`src/rtl/alu_operand_stage.sv`:
```
// rtl/alu_operand_stage.sv - operand-forming skid-buffer stage ahead of the ALU
//
// Purpose:
//   Forms operand A (rs_data) and operand B (rt_data, or the sign-/zero-extended
//   immediate), then registers them with func_in behind a two-entry skid buffer.
//   The main entry drives the outputs. The skid entry absorbs one extra operand
//   set when the ALU stalls, so upstream backpressure never loses data.
//
// Ports:
//   clk, rst        clock; synchronous active-high reset
//   flush           synchronous flush; empties both entries and drops same-cycle input
//   in_valid/in_ready                  upstream handshake
//   rs_data, rt_data, imm, use_imm,
//   sign_ext, func_in                  decoded operands and function select
//   out_valid/out_ready                downstream handshake
//   input1, input2, func_out           registered operands and function select to the ALU
//
// Optional feature (macro OPERAND_FWD_EN):
//   Adds the ports rs_idx, rt_idx, wb_en, wb_idx and wb_data.
//   When the macro is defined, a writeback to a register that matches a source
//   index replaces that register operand at capture. Register 0 never forwards.

module alu_operand_stage #(
  parameter int DATA_W = 32,
  parameter int IMM_W  = 16,
  parameter int FUNC_W = 5
) (
  input  logic              clk,
  input  logic              rst,
  input  logic              flush,
  input  logic              in_valid,
  output logic              in_ready,
  input  logic [DATA_W-1:0] rs_data,
  input  logic [DATA_W-1:0] rt_data,
  input  logic [IMM_W-1:0]  imm,
  input  logic              use_imm,
  input  logic              sign_ext,
  input  logic [FUNC_W-1:0] func_in,
  output logic              out_valid,
  input  logic              out_ready,
  output logic [DATA_W-1:0] input1,
  output logic [DATA_W-1:0] input2,
  output logic [FUNC_W-1:0] func_out
`ifdef OPERAND_FWD_EN
  ,
  input  logic [4:0]        rs_idx,
  input  logic [4:0]        rt_idx,
  input  logic              wb_en,
  input  logic [4:0]        wb_idx,
  input  logic [DATA_W-1:0] wb_data
`endif
);

  // Skid entry storage; the main entry is the output registers themselves.
  logic              skid_valid;
  logic [DATA_W-1:0] skid_a;
  logic [DATA_W-1:0] skid_b;
  logic [FUNC_W-1:0] skid_f;

  // Operands formed from the current inputs. They are captured only on accept.
  logic [DATA_W-1:0] imm_ext;
  logic [DATA_W-1:0] reg_a;
  logic [DATA_W-1:0] reg_b;
  logic [DATA_W-1:0] op_a;
  logic [DATA_W-1:0] op_b;

  logic accept;
  logic drain;

  // Width casts extend the immediate. When the cast operand is signed, the
  // extension copies the sign bit.
  always_comb begin
    imm_ext = '0;
    if (sign_ext) begin
      imm_ext = DATA_W'($signed(imm));
    end else begin
      imm_ext = DATA_W'(imm);
    end
  end

`ifdef OPERAND_FWD_EN
  logic fwd_a;
  logic fwd_b;

  // Register 0 is hardwired, so a writeback to it is never forwarded.
  assign fwd_a = wb_en && (wb_idx == rs_idx) && (wb_idx != 5'd0);
  assign fwd_b = wb_en && (wb_idx == rt_idx) && (wb_idx != 5'd0);
  assign reg_a = fwd_a ? wb_data : rs_data;
  assign reg_b = fwd_b ? wb_data : rt_data;
`else
  assign reg_a = rs_data;
  assign reg_b = rt_data;
`endif

  assign op_a = reg_a;
  assign op_b = use_imm ? imm_ext : reg_b;

  // in_ready depends only on skid occupancy, not on out_ready. This keeps the
  // upstream handshake free of any combinational path from the ALU side.
  assign in_ready = ~skid_valid & ~rst;
  assign accept   = in_valid & in_ready;
  assign drain    = out_valid & out_ready;

  always_ff @(posedge clk) begin
    if (rst) begin
      out_valid  <= 1'b0;
      skid_valid <= 1'b0;
      input1     <= '0;
      input2     <= '0;
      func_out   <= '0;
      skid_a     <= '0;
      skid_b     <= '0;
      skid_f     <= '0;
    end else if (flush) begin
      // Only the valid bits are cleared. The stale data is never observed
      // because out_valid is low.
      out_valid  <= 1'b0;
      skid_valid <= 1'b0;
    end else if (drain) begin
      if (skid_valid) begin
        // in_ready was low, so there is no accept this cycle.
        // The skid entry simply advances into the main entry.
        input1     <= skid_a;
        input2     <= skid_b;
        func_out   <= skid_f;
        out_valid  <= 1'b1;
        skid_valid <= 1'b0;
      end else if (accept) begin
        input1    <= op_a;
        input2    <= op_b;
        func_out  <= func_in;
        out_valid <= 1'b1;
      end else begin
        out_valid <= 1'b0;
      end
    end else if (accept) begin
      if (!out_valid) begin
        input1    <= op_a;
        input2    <= op_b;
        func_out  <= func_in;
        out_valid <= 1'b1;
      end else begin
        // The main entry is stalled, so park the new operands in the skid entry.
        skid_a     <= op_a;
        skid_b     <= op_b;
        skid_f     <= func_in;
        skid_valid <= 1'b1;
      end
    end
  end

endmodule
```
`config.mk`:
```
export PLATFORM = sky130hd
export DESIGN_NAME = alu_operand_stage
export DESIGN_NICKNAME = d
export VERILOG_FILES = /design/src/rtl/alu_operand_stage.sv
export SDC_FILE = /design/constraint.sdc
export NUM_CORES = 1
export LEC_CHECK = 0
export CAP_MARGIN = 5
export CORE_MARGIN = 5
export CORE_UTILIZATION = 46
export CTS_CLUSTER_DIAMETER = 50
export DETAILED_ROUTE_END_ITERATION = 7
export MAX_ROUTING_LAYER = met4
export PLACE_DENSITY = 0.8
export SYNTH_ARGS = -nofsm -noshare
export SYNTH_HDL_FRONTEND = slang
export SYNTH_SLANG_ARGS = --single-unit
```
`constraint.sdc`:
```
create_clock -name clk -period 2.5 [get_ports clk]
set_input_delay 0.75 -clock clk [delete_from_list [all_inputs] [get_ports clk]]
set_output_delay 0.75 -clock clk [all_outputs]
set_load 0.02 [all_outputs]
```
* Word-level counts from Yosys, hierarchy flattened *
Cells that the tools add are included.

word-level totals
  memories = 0
  latch bits = 0
  memory bits (writable) = 0
  ROM bits = 0
  output and inout port bits = 71
  flip-flop bits (word level) = 140
  word-level logic and storage cells = 44
  input bits = 92

cells by class
  add/subtract/negate cells = 0
  $lt $le $gt $ge = 0
  bitwise logic cells = 7
  $mul = 0
  equality and inequality tests = 1
  reduce and logical (&&, ||, !) cells = 7
  divide/modulo/power cells = 0
  shift operators = 0
  multiplexer cells = 21

operators with widths
  operator                                        number
  2-to-1 mux 32 bit                               12
  2-to-1 mux 5 bit                                5
  AND reduction 4 bit                             2
  2-to-1 mux 1 bit                                4
  NOT 1 bit                                       4
  nonzero test 2 bit                              2
  AND 1 bit                                       3
  OR reduction 3 bit                              1
  != test 2 x 1 -> 1 bit (second input constant)  1
  AND reduction 2 bit                             1
  OR reduction 2 bit                              1

* Longest topological paths before layout *
Gate-level depths: netlist of run 1.

  depth in word-level cells = 6
  mapped depth = 7
  depth with buffers taken out = 4

* Worst setup path after synthesis of run 1 *
No wires, ideal clock.

  kind = input to output
  start = input port rst
  end = output port in_ready
  stages = 4
  arrival time = 1615 ps
  buffers on the path = 3
  data required time = 1750 ps
  setup slack = 135 ps
  path through = buf_2 clkbuf_1 clkbuf_1 nor2_1

on the way
  cells in the longest elaborated chain, start to end = 2

RTL lines
  item                RTL line  text
  start: declaration  29        input logic rst,
  NOT 1 bit           100       assign in_ready = ~skid_valid & ~rst;
  AND 1 bit           100
  end: declaration    32        output logic in_ready,

No other way between the ends.

* Worst setup path in the final report of run 1 *
  start = register skid_valid
  end = output port in_ready

on the way
  cells in the longest elaborated chain, start to end = 2

RTL lines
  item                      RTL line  text
  start: declaration        55        logic skid_valid;
  start signal: assignment  107       skid_valid <= 1'b0;
  start signal: assignment  118       skid_valid <= 1'b0;
  start signal: assignment  127       skid_valid <= 1'b0;
  NOT 1 bit                 100
  AND 1 bit                 100

No other way between the ends.

==> metrics, run 1 <==
Die H 122 um; Post-Route WL 15.1 mm; starting DRC count in detailed routing 554; Least-Margin Pin Slew 575 ps; Post-CTS Resized 0; WP buf/inv 1; cell accounting for the most synthesized area dfxtp_1; setup TNS 0 ps; Routability Congestion 0.850; Netlist Area Pre-Place 5730 sq um; Psw 1240 uW; Final Net Count 938; max-cap viol count 0; crit path cell chain nor2_1 -> clkdlybuf4s50_1; startpoint types register; Flop pwr share 43.4%; clock power share 45.3%; TritonCTS Buffers 17; clock buffer depth 2; first-pass GRT wire length 24.5 mm; Syn Area/Cell 8.07 sq um; # fillers 964; Power Density 654 nW/um^2; fin crit period 2430 ps; CTS sink cnt 140; EDFF count, synth 0; Final Instance Area 8180 sq um; DRC violation count after routing 0; Layout area overhead 42.7%; Placed Cells 995; CP Capture Type output pin; number of port buffers 162; WHS 451 ps; IO Pins 163; crit path max-delay cell type clkdlybuf4s50_1; worst hold path type register to register; Syn Inst Count 710; unrepaired setup endpoints after global routing no; clock skew 3.21 ps; Placed Area 7600 sq um; Post-synth top cells 196 x nand2_1, 140 x dfxtp_1, 87 x nor2_1, 86 x a21oi_1, 37 x a311oi_1; postcts setup bufs 0; Area contributors post-synth dfxtp_1 49%, nand2_1 13%, a21oi_1 7.5%; hold_buf cts 0; Die X 122 um; Die Area 14,800 sq um; vias in the first global route 5,252; Data required, critical path 1750 ps; initial core utilization 47.3%; synthesized flop and latch total 140; largest net degree at the start of global routing 131; antenna violations before repair 0; Via density 5.31; via count 5,456; Antenna diodes 0; Pre-Repair DR Iteration Count 5; Crit Path Max Fanout 9; CTS tree yes; Post-synth top flop dfxtp_1; fin cells 1,027; final setup fails 0; worst IR drop on VDD 0.396 mV; Internal Pwr Total 4110 uW; Avg WL per Cell 14.7 um; status finished clean; overall power 5350 uW; Syn. warnings 0; leakage power 0.00292 uW; combinational cell fraction of total power 11.2%; Seq/Total Area, Yosys 48.9%; core area 12,100 sq um; Crit Path Class register to output pin; worst skew pair latency 410 ps; H-Tree Depth 4; most common cell in the netlist nand2_1; Synth top area share 48.9%; dpl hpwl 10.2 mm; Reg clk slew, reported paths 60 ps; share of layout cells above drive strength 1 6.98%; grt ovf 0; switch share 23.2%; num rows 40; critical path's top delay family buffers and inverters; max-slew violations 0; CTS root buf clkbuf_16; total track usage 21.0%; Final ANT Viol Nets 0; fin crit share 97.2%; fmax 0.411 GHz; slew margin rel. 61.7%; Yosys cell types 26; final hold violations 0; Post-Syn Nets 802; WP data arrival 1680 ps; CP max stage delay 640 ps; Post-synth ARST share 0%
[layer usage]
| layer | vias to the layer above | routed length [um] | global-route usage (%) |
|---|---|---|---|
| met5 | - | 0 | - |
| met4 | 0 | 203 | 7.56 |
| met3 | 17 | 1070 | 5.52 |
| met2 | 218 | 7290 | 33.8 |
| met1 | 2500 | 6530 | 25.4 |
| li1 | 2721 | - | - |
[flip-flops by register name (all words and copies together), names as in the netlist]
name,cells
input1,32
input2,32
skid_a,32
skid_b,32
func_out,5
skid_f,5
out_valid,1
skid_valid,1
[path summary, 6_finish.rpt]
| path | start | endpoint | slack (ps) | depth (start not counted) |
|---|---|---|---|---|
| worst max-delay path | skid_valid | in_ready | 70 | 2 |
| worst max register to register | out_valid | skid_b[30] | 730 | 5 |
| worst min-delay path | input2[27] | input2[27] | 450 | 2 |
| worst min register to register | input2[27] | input2[27] | 450 | 2 |
[per-stage QoR]
stage / utilization (%) / setup WS (ps)
6_report: 67.6 / 68.8
5_1_grt: 67.6 / 10.7
2_1_floorplan: - / 135
3_5_place_dp: 62.8 / -11.5
4_1_cts: 67.6 / 55.5
3_3_place_gp: 62.8 / 86.5
[layout make-up]
type | count | area [sq um] | share of cell area [%]
clock buffers | 19 | 453 | 5.54
clock inverters | 13 | 124 | 1.51
inverters | 3 | 11.3 | 0.138
multi-input cells | 500 | 2630 | 32.2
flip-flops and latches | 140 | 2800 | 34.3
well taps | 168 | 210 | 2.57
repair buffers | 184 | 1950 | 23.8
[worst register-to-register path: stages (launching register included)]
cell and delay (ps):
dfxtp_1 500, nand2b_1 160, nor4_4 420, buf_12 300, nor2_1 90, a211oi_1 230
[power by group through the flow]
stage	clock [uW]	sequential, uW	combinational, uW
2_1_floorplan	0	2430	212
3_5_place_dp	0	2370	600
3_3_place_gp	0	2370	588
4_1_cts	2460	2330	604
5_1_grt	2570	2330	645
6_report	2430	2320	602
[logic make-up (layout without fill, tap and decap cells)]
| kind of cell | Yosys count | after routing | synth area share (%) |
|---|---|---|---|
| and+or+nand+nor | 293 | 293 | 19.9 |
| DFF | 140 | 140 | 48.9 |
| muxes | 16 | 16 | 2.79 |
| buffers and inverters | 70 | 219 | 6.00 |
| AOI/OAI and AO/OA | 191 | 191 | 22.5 |
[cell usage in the layout (no fill, tap or decap), drive strengths merged, types with 3 or more instances in the layout]
master,netlist,routed
clkdlybuf4s50,0,161
clkbuf,33,19
clkinv,0,9
dfxtp,140,140
inv,3,3
mux2i,16,16
a211oi,33,33
a21oi,86,86
nand2,196,196
a211o,16,16
a311oi,37,37
buf,34,23
nor2,87,87
o211ai,16,16
Note: power is estimated with default switching activity, not from simulation.
==> run 2: changes to the inputs <==
--- a/config.mk
+++ b/config.mk
@@ -8,7 +8,7 @@
 export CAP_MARGIN = 5
 export CORE_MARGIN = 5
 export CORE_UTILIZATION = 46
-export CTS_CLUSTER_DIAMETER = 50
+export CTS_CLUSTER_DIAMETER = 30
 export DETAILED_ROUTE_END_ITERATION = 7
 export MAX_ROUTING_LAYER = met4
 export PLACE_DENSITY = 0.8
==> results of run 2 <==
The final DEF is identical to that of run 1; final timing and power are the same.
==> run 3: changes to the inputs <==
--- a/config.mk
+++ b/config.mk
@@ -5,7 +5,6 @@
 export SDC_FILE = /design/constraint.sdc
 export NUM_CORES = 1
 export LEC_CHECK = 0
-export CAP_MARGIN = 5
 export CORE_MARGIN = 5
 export CORE_UTILIZATION = 46
 export CTS_CLUSTER_DIAMETER = 30
==> constraint.sdc (replaced) <==
create_clock -name clk -period 2.5 [get_ports clk]
set_input_delay 0.25 -clock clk [delete_from_list [all_inputs] [get_ports clk]]
set_output_delay 0.25 -clock clk [all_outputs]
set_load 0.02 [all_outputs]
==> run 3 against run 2 <==
  * Wire length shrank 0.90%
  * Worst hold slack lost 300 ps
  * Count of clock-buffer cells in the layout is the same
  * Sequential share of layout area grew 0.65 points
  * Maximum frequency grew 29%
  * Cell area shrank 1.9%
  * Highest routed layer unchanged
  * Flip-flop and latch count is the same
  * Cell count shrank 0.97%
  * Power grew 1.8%
==> metrics, run 3 (synthesis results as in run 1) <==
share of layout cells above drive strength 1 5.54% (was 6.98%); Pre-Repair DR Iteration Count 6 (was 5); CTS root buf clkbuf_16 (unchanged); num rows 40 (unchanged); final setup fails 0 (unchanged); fmax 0.532 GHz (was 0.411 GHz); Avg WL per Cell 14.7 um (about the same); Power Density 678 nW/um^2 (was 654 nW/um^2); final core utilization 66.3% (was 67.6%); number of port buffers 162 (unchanged); initial core utilization 47.3% (unchanged); Die Area 14,800 sq um (unchanged); total track usage 20.7% (was 21.0%); clock skew 9.15 ps (was 3.21 ps); Reg clk slew, reported paths 60 ps (about the same); leakage power 0.00282 uW (was 0.00292 uW); Crit Path Class register to output pin (unchanged); Final ANT Viol Nets 0 (unchanged); first-pass GRT wire length 24.6 mm (was 24.5 mm); CP Capture Type output pin (unchanged); worst hold path type input port to register (was register to register); GRT Max-Usage Layer met2 (unchanged); postcts setup bufs 0 (unchanged); Post-Route WL 15.0 mm (was 15.1 mm); max-cap viol count 0 (unchanged); core area 12,100 sq um (unchanged); clock buffer depth 2 (unchanged); dpl hpwl 9.96 mm (was 10.2 mm); hold_buf cts 0 (unchanged); Die H 122 um (unchanged); grt met2 use 32.6% (was 33.8%); worst IR drop on VDD 0.360 mV (was 0.396 mV); Post-CTS Resized 0 (unchanged); via count 5,407 (was 5,456); M3 GR Usage 6.17% (was 5.52%); max-slew violations 0 (unchanged); fin crit share 75.2% (was 97.2%); Die X 122 um (unchanged); unrepaired setup endpoints after global routing no (unchanged); # fillers 1,010 (was 964); starting DRC count in detailed routing 558 (was 554); CTS sink cnt 140 (unchanged); M1 GR Usage 25.9% (was 25.4%); largest net degree at the start of global routing 102 (was 131); fin crit period 1880 ps (was 2430 ps); slew margin rel. 54.6% (was 61.7%); final hold violations 0 (unchanged); Data required, critical path 2250 ps (was 1750 ps); startpoint types register (unchanged); setup TNS 0 ps (unchanged); antenna violations before repair 1 (was 0); grt ovf 0 (unchanged); TritonCTS Buffers 17 (unchanged); H-Tree Depth 4 (unchanged); Crit Path Max Fanout 9 (unchanged); Routability Congestion 0.793 (was 0.850); IO Pins 163 (unchanged); vias in the first global route 5,215 (was 5,252); DRC violation count after routing 0 (unchanged); CTS tree yes (unchanged); worst skew pair latency 400 ps (was 410 ps); status finished clean (unchanged); Final Net Count 928 (was 938); WP data arrival 1630 ps (was 1680 ps); commonest non-fill, non-tap cells in the layout 196 x nand2_1, 161 x clkdlybuf4s50_1, 140 x dfxtp_1 (unchanged); commonest non-fill, non-tap cell in the layout nand2_1 (unchanged); Via density 5.32 (was 5.31); Layout area overhead 40.1% (was 42.7%); Least-Margin Pin Slew 681 ps (was 575 ps)
run 3: changes by cell type in the layout (fill, tap and decap cells not counted):
cell        change
buf_12          -8
buf_4           -2
bufinv_16       +1
clkbuf_1        +2
clkbuf_8        -2
clkinv_2        -8
clkinv_4        +2
clkinvlp_4      +1
diode_2         +1
inv_6           +3
run 3: stage by stage:
| step | cell area (sq um) | worst slack, ps | total power (uW) | hold slack [ps] | cells |
|---|---|---|---|---|---|
| final | 8030 | 620 | 5450 | 153 | 1017 |
| after global routing | 8030 | 523 | 5650 | 154 | 1017 |
| after CTS | 8030 | 593 | 5490 | 136 | 1016 |
| after detailed placement | 7430 | 336 | 2960 | 446 | 985 |
| after global placement | 7430 | 466 | 2940 | 441 | 985 |
| after floorplan | 5730 | 872 | 2640 | 323 | 710 |
run 3: where the power goes:
group	total (uW)	internal (uW)	switching [uW]
sequential	2320	2290	33.1
combinational	585	300	285
clock	2540	1580	961
run 3: final cells by class:
cell class              instances  area (sq um)  area share [%]
flip-flops and latches        140          2800            34.9
multi-input cells             500          2630            32.8
repair buffers                174          1770            22.1
clock buffers                  19           433            5.39
well taps                     168           210            2.62
clock inverters                12           165            2.06
inverters                       3          11.3           0.140
diodes                          1          2.50          0.0312
run 3: worst max-delay path, cell delays in order (launching register included):
cell and delay [ps]:
dfxtp_1 580, nor2_1 100, clkdlybuf4s50_1 550
run 3: path summary, 6_finish.rpt:
| path | start | to | slack (ps) | cells after the start |
|---|---|---|---|---|
| max | skid_valid | in_ready | 620 | 2 |
| min | rst | input2[27] | 150 | 2 |
| max reg2reg | out_valid | input1[1] | 730 | 5 |
| min reg2reg | input2[4] | input2[4] | 450 | 2 |
run 3: per-layer routing:
layer / wire length (um) / share of wire (%) / vias to the layer above
met5: 0 / 0 / -
met4: 134 / 0.90 / 0
met3: 1040 / 6.9 / 17
met2: 7030 / 47 / 178
met1: 6760 / 45 / 2511
li1: - / - / 2701
